$ cat src/rtl/lfsr_step_ctrl.sv
// ---------------------------------------------------------------------------
// lfsr_step_ctrl
//
// Control and feedback stage for an external NBITS-wide right-shifting shift
// register. Computes the Fibonacci feedback bit from the register state,
// drives the register's load/enable strobes, runs free-run or fixed-length
// burst sequences, offers each pre-shift state downstream over valid/ready,
// and watches for all-zero lockup and return-to-seed (period measurement).
//
// State table:
//   state  | meaning
//   LOAD   | sr_load asserted for one cycle, shift register takes seed_reg
//   IDLE   | waiting for seed_load or start
//   RUN    | stepping; one state handed downstream per step
//   DONE   | burst finished; done pulse visible for this one cycle
//
// Ports:
//   clk          rising-edge clock
//   rst          asynchronous active-low reset
//   seed_load    IDLE: capture seed_in (0 is replaced by 1) and reload register
//   seed_in      seed value
//   start        IDLE: begin stepping (seed_load has priority)
//   mode         0 = free-run, 1 = burst
//   burst_len    burst step count, sampled at start
//   stop         RUN: abort to IDLE without a step or done pulse
//   q_in         current shift register state
//   sr_load      shift register synchronous load
//   sr_seed      value loaded into the shift register
//   sr_en        shift enable (one step per cycle it is high)
//   sr_shift_in  feedback bit shifted into the MSB
//   out_valid    q_in is offered downstream (RUN only)
//   out_ready    downstream accepts
//   out_data     pre-shift state, equal to q_in
//   busy         state is RUN
//   done         one-cycle pulse when a burst completes
//   step_count   steps taken since the last start
//   period       steps from start to first return to seed, 0 = not seen yet
//   wrap         one-cycle pulse after a step that returns to the seed
//   lockup       sticky all-zero error, cleared by seed_load
// ---------------------------------------------------------------------------
module lfsr_step_ctrl #(
    parameter int                NBITS = 8,
    parameter logic [NBITS-1:0]  TAPS  = 8'h1D,
    parameter int                CW    = 16
) (
    input  logic             clk,
    input  logic             rst,
    input  logic             seed_load,
    input  logic [NBITS-1:0] seed_in,
    input  logic             start,
    input  logic             mode,
    input  logic [CW-1:0]    burst_len,
    input  logic             stop,
    input  logic [NBITS-1:0] q_in,
    output logic             sr_load,
    output logic [NBITS-1:0] sr_seed,
    output logic             sr_en,
    output logic             sr_shift_in,
    output logic             out_valid,
    input  logic             out_ready,
    output logic [NBITS-1:0] out_data,
    output logic             busy,
    output logic             done,
    output logic [CW-1:0]    step_count,
    output logic [CW-1:0]    period,
    output logic             wrap,
    output logic             lockup
);

    typedef enum logic [1:0] {
        S_LOAD = 2'd0,
        S_IDLE = 2'd1,
        S_RUN  = 2'd2,
        S_DONE = 2'd3
    } state_t;

    localparam logic [NBITS-1:0] SEED_ONE = {{(NBITS-1){1'b0}}, 1'b1};
    localparam logic [CW-1:0]    CNT_ONE  = {{(CW-1){1'b0}}, 1'b1};

    state_t           state;
    state_t           state_nxt;
    logic [NBITS-1:0] seed_reg;
    logic [CW-1:0]    burst_reg;

    logic             run;
    logic             q_zero;
    logic             burst_empty;
    logic [NBITS-1:0] q_next;
    logic             hit_seed;
    logic [CW-1:0]    step_inc;
    logic             burst_last;

    // -----------------------------------------------------------------------
    // Datapath helpers
    // -----------------------------------------------------------------------
    assign run         = (state == S_RUN);
    assign q_zero      = (q_in == '0);
    // A zero-length burst must never step; it goes straight to DONE.
    assign burst_empty = mode && (burst_reg == '0);

    assign sr_shift_in = ^(q_in & TAPS);
    // State the shift register will hold after a step from q_in.
    assign q_next      = {sr_shift_in, q_in[NBITS-1:1]};
    assign hit_seed    = (q_next == seed_reg);

    assign step_inc    = step_count + CNT_ONE;
    assign burst_last  = mode && (step_inc == burst_reg);

    // -----------------------------------------------------------------------
    // Combinational outputs
    // -----------------------------------------------------------------------
    always_comb begin
        sr_load   = (state == S_LOAD);
        sr_seed   = seed_reg;
        busy      = run;
        out_valid = run;
        out_data  = q_in;
        sr_en     = run && out_ready && !stop && !q_zero && !burst_empty;
    end

    // -----------------------------------------------------------------------
    // Next-state logic
    // -----------------------------------------------------------------------
    always_comb begin
        state_nxt = state;
        case (state)
            S_LOAD: state_nxt = S_IDLE;
            S_IDLE: begin
                if (seed_load) begin
                    state_nxt = S_LOAD;
                end else if (start) begin
                    state_nxt = S_RUN;
                end
            end
            S_RUN: begin
                if (stop) begin
                    state_nxt = S_IDLE;
                end else if (q_zero) begin
                    state_nxt = S_IDLE;
                end else if (burst_empty) begin
                    state_nxt = S_DONE;
                end else if (sr_en && burst_last) begin
                    state_nxt = S_DONE;
                end
            end
            S_DONE: state_nxt = S_IDLE;
            default: state_nxt = S_LOAD;
        endcase
    end

    // -----------------------------------------------------------------------
    // State and registered outputs
    // -----------------------------------------------------------------------
    always_ff @(posedge clk or negedge rst) begin
        if (!rst) begin
            state      <= S_LOAD;
            seed_reg   <= SEED_ONE;
            burst_reg  <= '0;
            step_count <= '0;
            period     <= '0;
            lockup     <= 1'b0;
            done       <= 1'b0;
            wrap       <= 1'b0;
        end else begin
            state <= state_nxt;
            // DONE always exits after one cycle, so this is a single pulse.
            done  <= (state_nxt == S_DONE);
            wrap  <= sr_en && hit_seed;

            case (state)
                S_IDLE: begin
                    if (seed_load) begin
                        // An all-zero seed would lock the register immediately.
                        seed_reg <= (seed_in == '0) ? SEED_ONE : seed_in;
                        lockup   <= 1'b0;
                        period   <= '0;
                    end else if (start) begin
                        step_count <= '0;
                        period     <= '0;
                        burst_reg  <= burst_len;
                    end
                end
                S_RUN: begin
                    if (!stop && q_zero) begin
                        lockup <= 1'b1;
                    end
                    if (sr_en) begin
                        step_count <= step_inc;
                        if (hit_seed && (period == '0)) begin
                            period <= step_inc;
                        end
                    end
                end
                default: ;
            endcase
        end
    end

endmodule

$ cat config.mk
export PLATFORM = sky130hd
export DESIGN_NAME = lfsr_step_ctrl
export DESIGN_NICKNAME = d
export VERILOG_FILES = /design/src/rtl/lfsr_step_ctrl.sv
export SDC_FILE = /design/constraint.sdc
export NUM_CORES = 1
export LEC_CHECK = 0
export CAP_MARGIN = 30
export CELL_PAD_IN_SITES_DETAIL_PLACEMENT = 0
export CELL_PAD_IN_SITES_GLOBAL_PLACEMENT = 1
export CORE_MARGIN = 2
export CORE_UTILIZATION = 25
export CTS_BUF_LIST = sky130_fd_sc_hd__clkbuf_8 sky130_fd_sc_hd__clkbuf_16
export CTS_CLUSTER_SIZE = 40
export DETAILED_ROUTE_END_ITERATION = 16
export GPL_TIMING_DRIVEN = 0
export PLACE_DENSITY_LB_ADDON = 0.1
export RECOVER_POWER = 100
export SLEW_MARGIN = 5
export SYNTH_ARGS = -nofsm -noshare
export SYNTH_HDL_FRONTEND = slang
export SYNTH_SLANG_ARGS = --single-unit
$ cat constraint.sdc
create_clock -name clk -period 2.1 [get_ports clk]
set_clock_uncertainty 0.1 [all_clocks]
set_input_delay 0.42 -clock clk [delete_from_list [all_inputs] [get_ports clk]]
set_output_delay 0.42 -clock clk [all_outputs]
set_load 0.03 [all_outputs]
==> results.json <==
{
  "fin_hold_ws_ns": 0.295,
  "ys_types": 72,
  "violations": "negative setup slack",
  "overflow": 0,
  "clk_latency_ns": 0.34,
  "yosys_warnings": 0,
  "cp_max_fo": 3,
  "start_kind": "flip-flop",
  "synth-seq-cells": 61,
  "period_share": 1.10,
  "wl_per_cell_um": 17.5,
  "endpoint_kind": "primary output",
  "gp_congestion": 0.807,
  "max-cap-violations": 0,
  "cts_tree": "done",
  "clk_pin_slew_ns": 0.05,
  "grt_pass1_wl_um": 21800,
  "slew_headroom": 0.392,
  "synth_nets": 460,
  "grt_pass1_vias": 3748,
  "layout_commonest_cell": "nand2_1",
  "synth_cells": 416,
  "root_buffer": "clkbuf_16",
  "drive_gt1_frac": 0.402,
  "clock.fmax_ghz": 0.432,
  "antenna_found_initial": 0,
  "critPathArrivalTime_ns": 1.79,
  "slew_violations": 0,
  "cts_max_path_buffers": 2,
  "tns_ns": -4.04,
  "numPortBuffers": 94,
  "detailed_place_hpwl_um": 9830,
  "die_w_um": 131,
  "p_leak_nw": 2.98,
  "reg2reg_slack_ns": -0.19,
  "wl_um": 14100,
  "synth-edff-count": 0,
  "grt_max_degree": 61,
  "drc": 0,
  "min_period_ns": 2.31,
  "worst_slack_ns": -0.214,
  "hold_class": "in -> async",
  "ios": 95,
  "clock-sinks": 61,
  "hold_viol": 0,
  "drtIter0Drc": 186,
  "yosys_most_used_dff": "dfrtp_1",
  "dp_cells": 727,
  "routed_via_density": 4.80,
  "rows": 46,
  "num-nets-final": 626,
  "n_antenna_cell": 0,
  "tightestPinTransition_ns": 0.912,
  "first_pass_iters": 4,
  "syn_avg_cell_area_um2": 9.67,
  "h-tree-depth": 3,
  "ir_worst_vdd_v": 0.000463,
  "grt_util_all_layers": 0.172,
  "ant_nets": 0,
  "status": "finished, violations left",
  "dr_total_vias": 3851,
  "syn_area_um2": 4020,
  "power_density_nw_per_um2": 868,
  "synth_async_sr_flop_share": 1.00,
  "final_area_um2": 6710,
  "placed_area_um2": 5340,
  "die_y_um": 131,
  "critPathRequiredTime_ns": 1.58,
  "core-area_um2": 15800,
  "setup_viol": 30,
  "ys_seq_area_frac": 0.380,
  "critPathKind": "reg -> out",
  "layoutNonFillerInstCount": 803,
  "initial_utilization": 0.254,
  "cts_made_buffers": 9,
  "rsz0062_at_grt": "yes",
  "reg2reg_depth": 11,
  "layout_common_cells": "nand2_1, clkdlybuf4s50_1, buf_4, dfrtp_1, mux2_2",
  "area_growth_syn_to_layout_pct": 66.8,
  "dieArea_um2": 17100
}
## synthesized netlist by cell type, types with 3 or more instances
master | count | share of area
o21ai_0 | 23 | 0.029
and2_1 | 7 | 0.011
and4_1 | 3 | 0.0065
or2_2 | 4 | 0.0062
o311ai_2 | 8 | 0.032
nor4_1 | 9 | 0.014
mux2_2 | 23 | 0.064
o311ai_0 | 3 | 0.0065
nor2b_1 | 4 | 0.0062
and3_1 | 4 | 0.0062
clkbuf_1 | 11 | 0.010
a21boi_0 | 3 | 0.0056
a21oi_1 | 9 | 0.011
dfrtp_1 | 60 | 0.37
nand4_1 | 8 | 0.012
a31oi_1 | 4 | 0.0062
nand2b_1 | 9 | 0.014
inv_1 | 14 | 0.013
xnor2_1 | 14 | 0.030
nand3b_1 | 3 | 0.0056
nand2_1 | 57 | 0.053
ha_1 | 5 | 0.016
nor3_1 | 3 | 0.0037
xor2_1 | 14 | 0.030
a22o_1 | 3 | 0.0065
o21ai_1 | 4 | 0.0050
buf_2 | 4 | 0.0050
buf_4 | 14 | 0.026
o31ai_1 | 8 | 0.015
nand3_1 | 15 | 0.019
o211ai_1 | 3 | 0.0056
nor2_1 | 16 | 0.015
## through the flow
stage                     total power, mW  setup slack [ns]   util
after floorplan                      3.11            -0.105      -
after global placement               3.87             -2.07  0.336
after detailed placement             3.90             -1.23  0.337
after CTS                            5.82            -0.242  0.409
after global routing                 6.21            -0.314  0.424
final                                5.82            -0.214  0.424
## path summary, 6_finish.rpt
kind / start / endpoint
min in group clk: sr_seed[0]$_DFFE_PN1P_ / sr_seed[0]$_DFFE_PN1P_
worst min register to register: sr_seed[0]$_DFFE_PN1P_ / sr_seed[0]$_DFFE_PN1P_
worst max-delay path: burst_reg[14]$_DFFE_PN0P_ / sr_en
max in group asynchronous: rst / burst_reg[8]$_DFFE_PN0P_
worst min-delay path: rst / sr_seed[6]$_DFFE_PN0P_
worst max register to register: burst_reg[14]$_DFFE_PN0P_ / step_count[9]$_DFFE_PN0P_
## cell families after synthesis
kind of cell	count (synthesis)	share of synthesized area
multiplexers	24	0.0669
AND/OR/NAND/NOR	161	0.228
adder cells (fa/ha/maj)	5	0.0156
buffers and inverters	46	0.0613
AO/OA/AOI/OAI	88	0.172
XOR/XNOR	31	0.0765
flip-flops	61	0.380
## critical path, cell delays in order, from the launching register on
cell      delay (ns)
dfrtp_2         0.43
nor4_2          0.27
nand4_1         0.13
buf_6           0.16
o211ai_4        0.25
inv_2           0.06
buf_6           0.14
## where the power goes
part	switching (mW)	internal (mW)
registers	0.343	1.47
logic	1.31	1.21
clock network	0.556	0.931
## repair_timing
action                                  4_1_cts  5_1_grt
hold buffers                                  1        0
pin swaps                                    34       22
buffers inserted                             45       13
hold endpoints to repair                     18        0
gates resized for setup                     147       50
gates cloned                                  3        1
endpoints found under the setup margin       62       49
## cell type report
| cell class | instances | area (um2) |
|---|---|---|
| clock buffer | 10 | 239 |
| timing repair buffer | 156 | 1470 |
| tap | 216 | 270 |
| multi-input combinational | 309 | 2780 |
| fill | 1543 | 9120 |
| buffer | 31 | 282 |
| clock inverter | 6 | 50.0 |
| sequential | 61 | 1550 |
| inverter | 14 | 68.8 |
## routing by layer
metal	track usage	wire, um
met1	0.235	6450
met2	0.266	6770
met3	0.0375	627
met4	0.0632	233
met5	0	0
Note: power is estimated with default switching activity, not from simulation.
==> edit: new RTL, config.mk and constraints unchanged <==
`CW`: 16 -> 15.
--- a/src/rtl/lfsr_step_ctrl.sv
+++ b/src/rtl/lfsr_step_ctrl.sv
@@ -43,3 +43,3 @@
     parameter logic [NBITS-1:0]  TAPS  = 8'h1D,
-    parameter int                CW    = 16
+    parameter int                CW    = 15
 ) (
Interface: changed (resized burst_len, period and step_count); port bits go from 95 to 92. No check against the original RTL was run, so the function may have changed too.
==> edit against the unedited design <==
- the flow finishes with violations (max-capacitance violations, max-slew violations, negative setup slack)
- power shrank 7.6%
- die area decreased by 14%
- sequential cell count shrank 3
- worst setup slack got worse by 0.28 ns
- synthesized area decreased by 14%
- first-iteration DRC count is 27% lower
- register-to-register slack got worse by 0.30 ns
- core utilization up 0.66 points
- final area shrank 14%
- wire length fell by 18%
- combinational power shrank 9.9%
- largest power group unchanged
==> edit: results <==
group,metric,value,unit
setup_path,crit_path_max_fanout,5,
setup_path,path_delay_family,"simple AND/OR/NAND/NOR gates",
power,peakVddDrop,0.508,mV
power,p_sw_share,35.1,%
layout,final_cells,676,
sta,slew_viol_final,59,
outcome,violations,"max-capacitance violations, max-slew violations, negative setup slack",
yosys,syn_area_per_cell,10.1,um2
place,place_ws,-1.50,ns
place,port-buffer-count,91,
layout,nets,538,
outcome,status,"finished, violations left",
drt,vias_per_cell,4.64,
sta,tightest_slew,1.55,ns
sta,final-setup-viol-count,30,
yosys,synth_nets,384,
yosys,netlist_top_cells_count,"57 x dfrtp_1, 28 x mux2_2, 27 x nand2_1",
setup_path,r2r_start,"sr_seed[6]$_DFFE_PN0P_",
grt,grt_pass1_vias,3333,
setup_path,cp.arrival,2.71,ns
yosys,synth.distinct_cells,59,
grt,grt.total_usage,16.6,%
drt,drt_wl_total,11.6,mm
setup_path,r2r_cells,8,
power,p_leak,2.49,nW
place,dp.cells,608,
sta,setup_slack,-0.491,ns
grt,grt_util_met1,21.6,%
run,cap_violations,1,
sta,tns,-8.94,ns
place,gp_congestion,0.796,
yosys,yosysSeqAreaShare,42.1,%
drt,initialDrtViolationCount,136,
place,dp_hpwl,8.16,mm
layout,layout-drive-gt1-share,39.8,%
grt,grt_max_degree,59,
-- edit: cell count changes in the layout (fill, tap and decap cells not counted), sizes merged, moves of 9 or more --
cell	before	now
clkbuf	36	27
o311ai	14	0
xnor2	15	25
clkdlybuf4s50	51	40
dlygate4sd3	19	31
nand2	58	27
o21ai	27	15
-- edit: layer usage --
layer	wire, um	part of all wire, %	vias to the layer above
met1	5220	45	1525
met4	194	1.7	0
met3	554	4.8	13
met5	0	0	-
met2	5630	49	80
li1	-	-	1522
-- edit: worst max path at each step --
stage,from,to,slack (ns),depth (start not counted)
floorplan,q_in[2],period[1]$_DFFE_PN0P_,-0.58,11
global placement,rst,step_count[1]$_DFFE_PN0P_,-1.92,1
detailed placement,q_in[2],period[2]$_DFFE_PN0P_,-1.50,12
CTS,sr_seed[6]$_DFFE_PN0P_,period[2]$_DFFE_PN0P_,-0.55,9
global route,sr_seed[6]$_DFFE_PN0P_,period[2]$_DFFE_PN0P_,-0.65,8
finish,sr_seed[6]$_DFFE_PN0P_,period[2]$_DFFE_PN0P_,-0.49,8
-- edit: cells by family (layout without fill, tap and decap cells) --
family / after synthesis / after routing / synth area share (%)
xor+xnor: 32 / 32 / 8.35
fa+ha+maj: 5 / 5 / 1.81
mux: 38 / 38 / 12.3
compound gates: 62 / 62 / 12.3
buf+inv: 46 / 205 / 6.89
simple gates: 100 / 100 / 16.2
flops: 58 / 58 / 42.1
-- edit: worst register-to-register path: cells and delay by family (launching register included) --
family                 cells  cell delay, ns
AND/OR/NAND/NOR            4            0.92
XOR/XNOR                   1            0.15
flip-flops                 1            0.40
buffers and inverters      1            0.16
AO/OA/AOI/OAI              1            0.47
multiplexers               1            0.28
-- edit: layout make-up --
class / instances / share of cell area (%)
clock inverters: 6 / 0.893
inverters: 22 / 1.85
multi-input cells: 237 / 36.6
plain buffers: 23 / 4.09
flip-flops and latches: 58 / 25.6
repair buffers: 144 / 23.0
well taps: 176 / 3.83
clock buffers: 10 / 4.16
-- edit: power by group through the flow --
stage / sequential, W / clock (W) / combinational [W]
5_1_grt: 0.00170 / 0.00155 / 0.00244
2_1_floorplan: 0.00177 / 0 / 0.00109
3_3_place_gp: 0.00171 / 0 / 0.00179
3_5_place_dp: 0.00172 / 0 / 0.00179
6_report: 0.00166 / 0.00145 / 0.00227
4_1_cts: 0.00166 / 0.00148 / 0.00230
-- edit: metrics by stage --
stage / cell area (um2) / hold WS, ns
after floorplan: 3610 / 0.0244
after global placement: 4740 / 0.372
after detailed placement: 4740 / 0.381
after CTS: 5730 / 0.114
after global routing: 5750 / 0.394
final: 5750 / 0.369
-- edit: what timing repair did --
item                                    in CTS  in global routing
setup buffers                               50                  4
pin swaps                                   27                  4
endpoints found under the setup margin      57                 38
cloned                                       1                  0
gates resized for setup                    120                 22
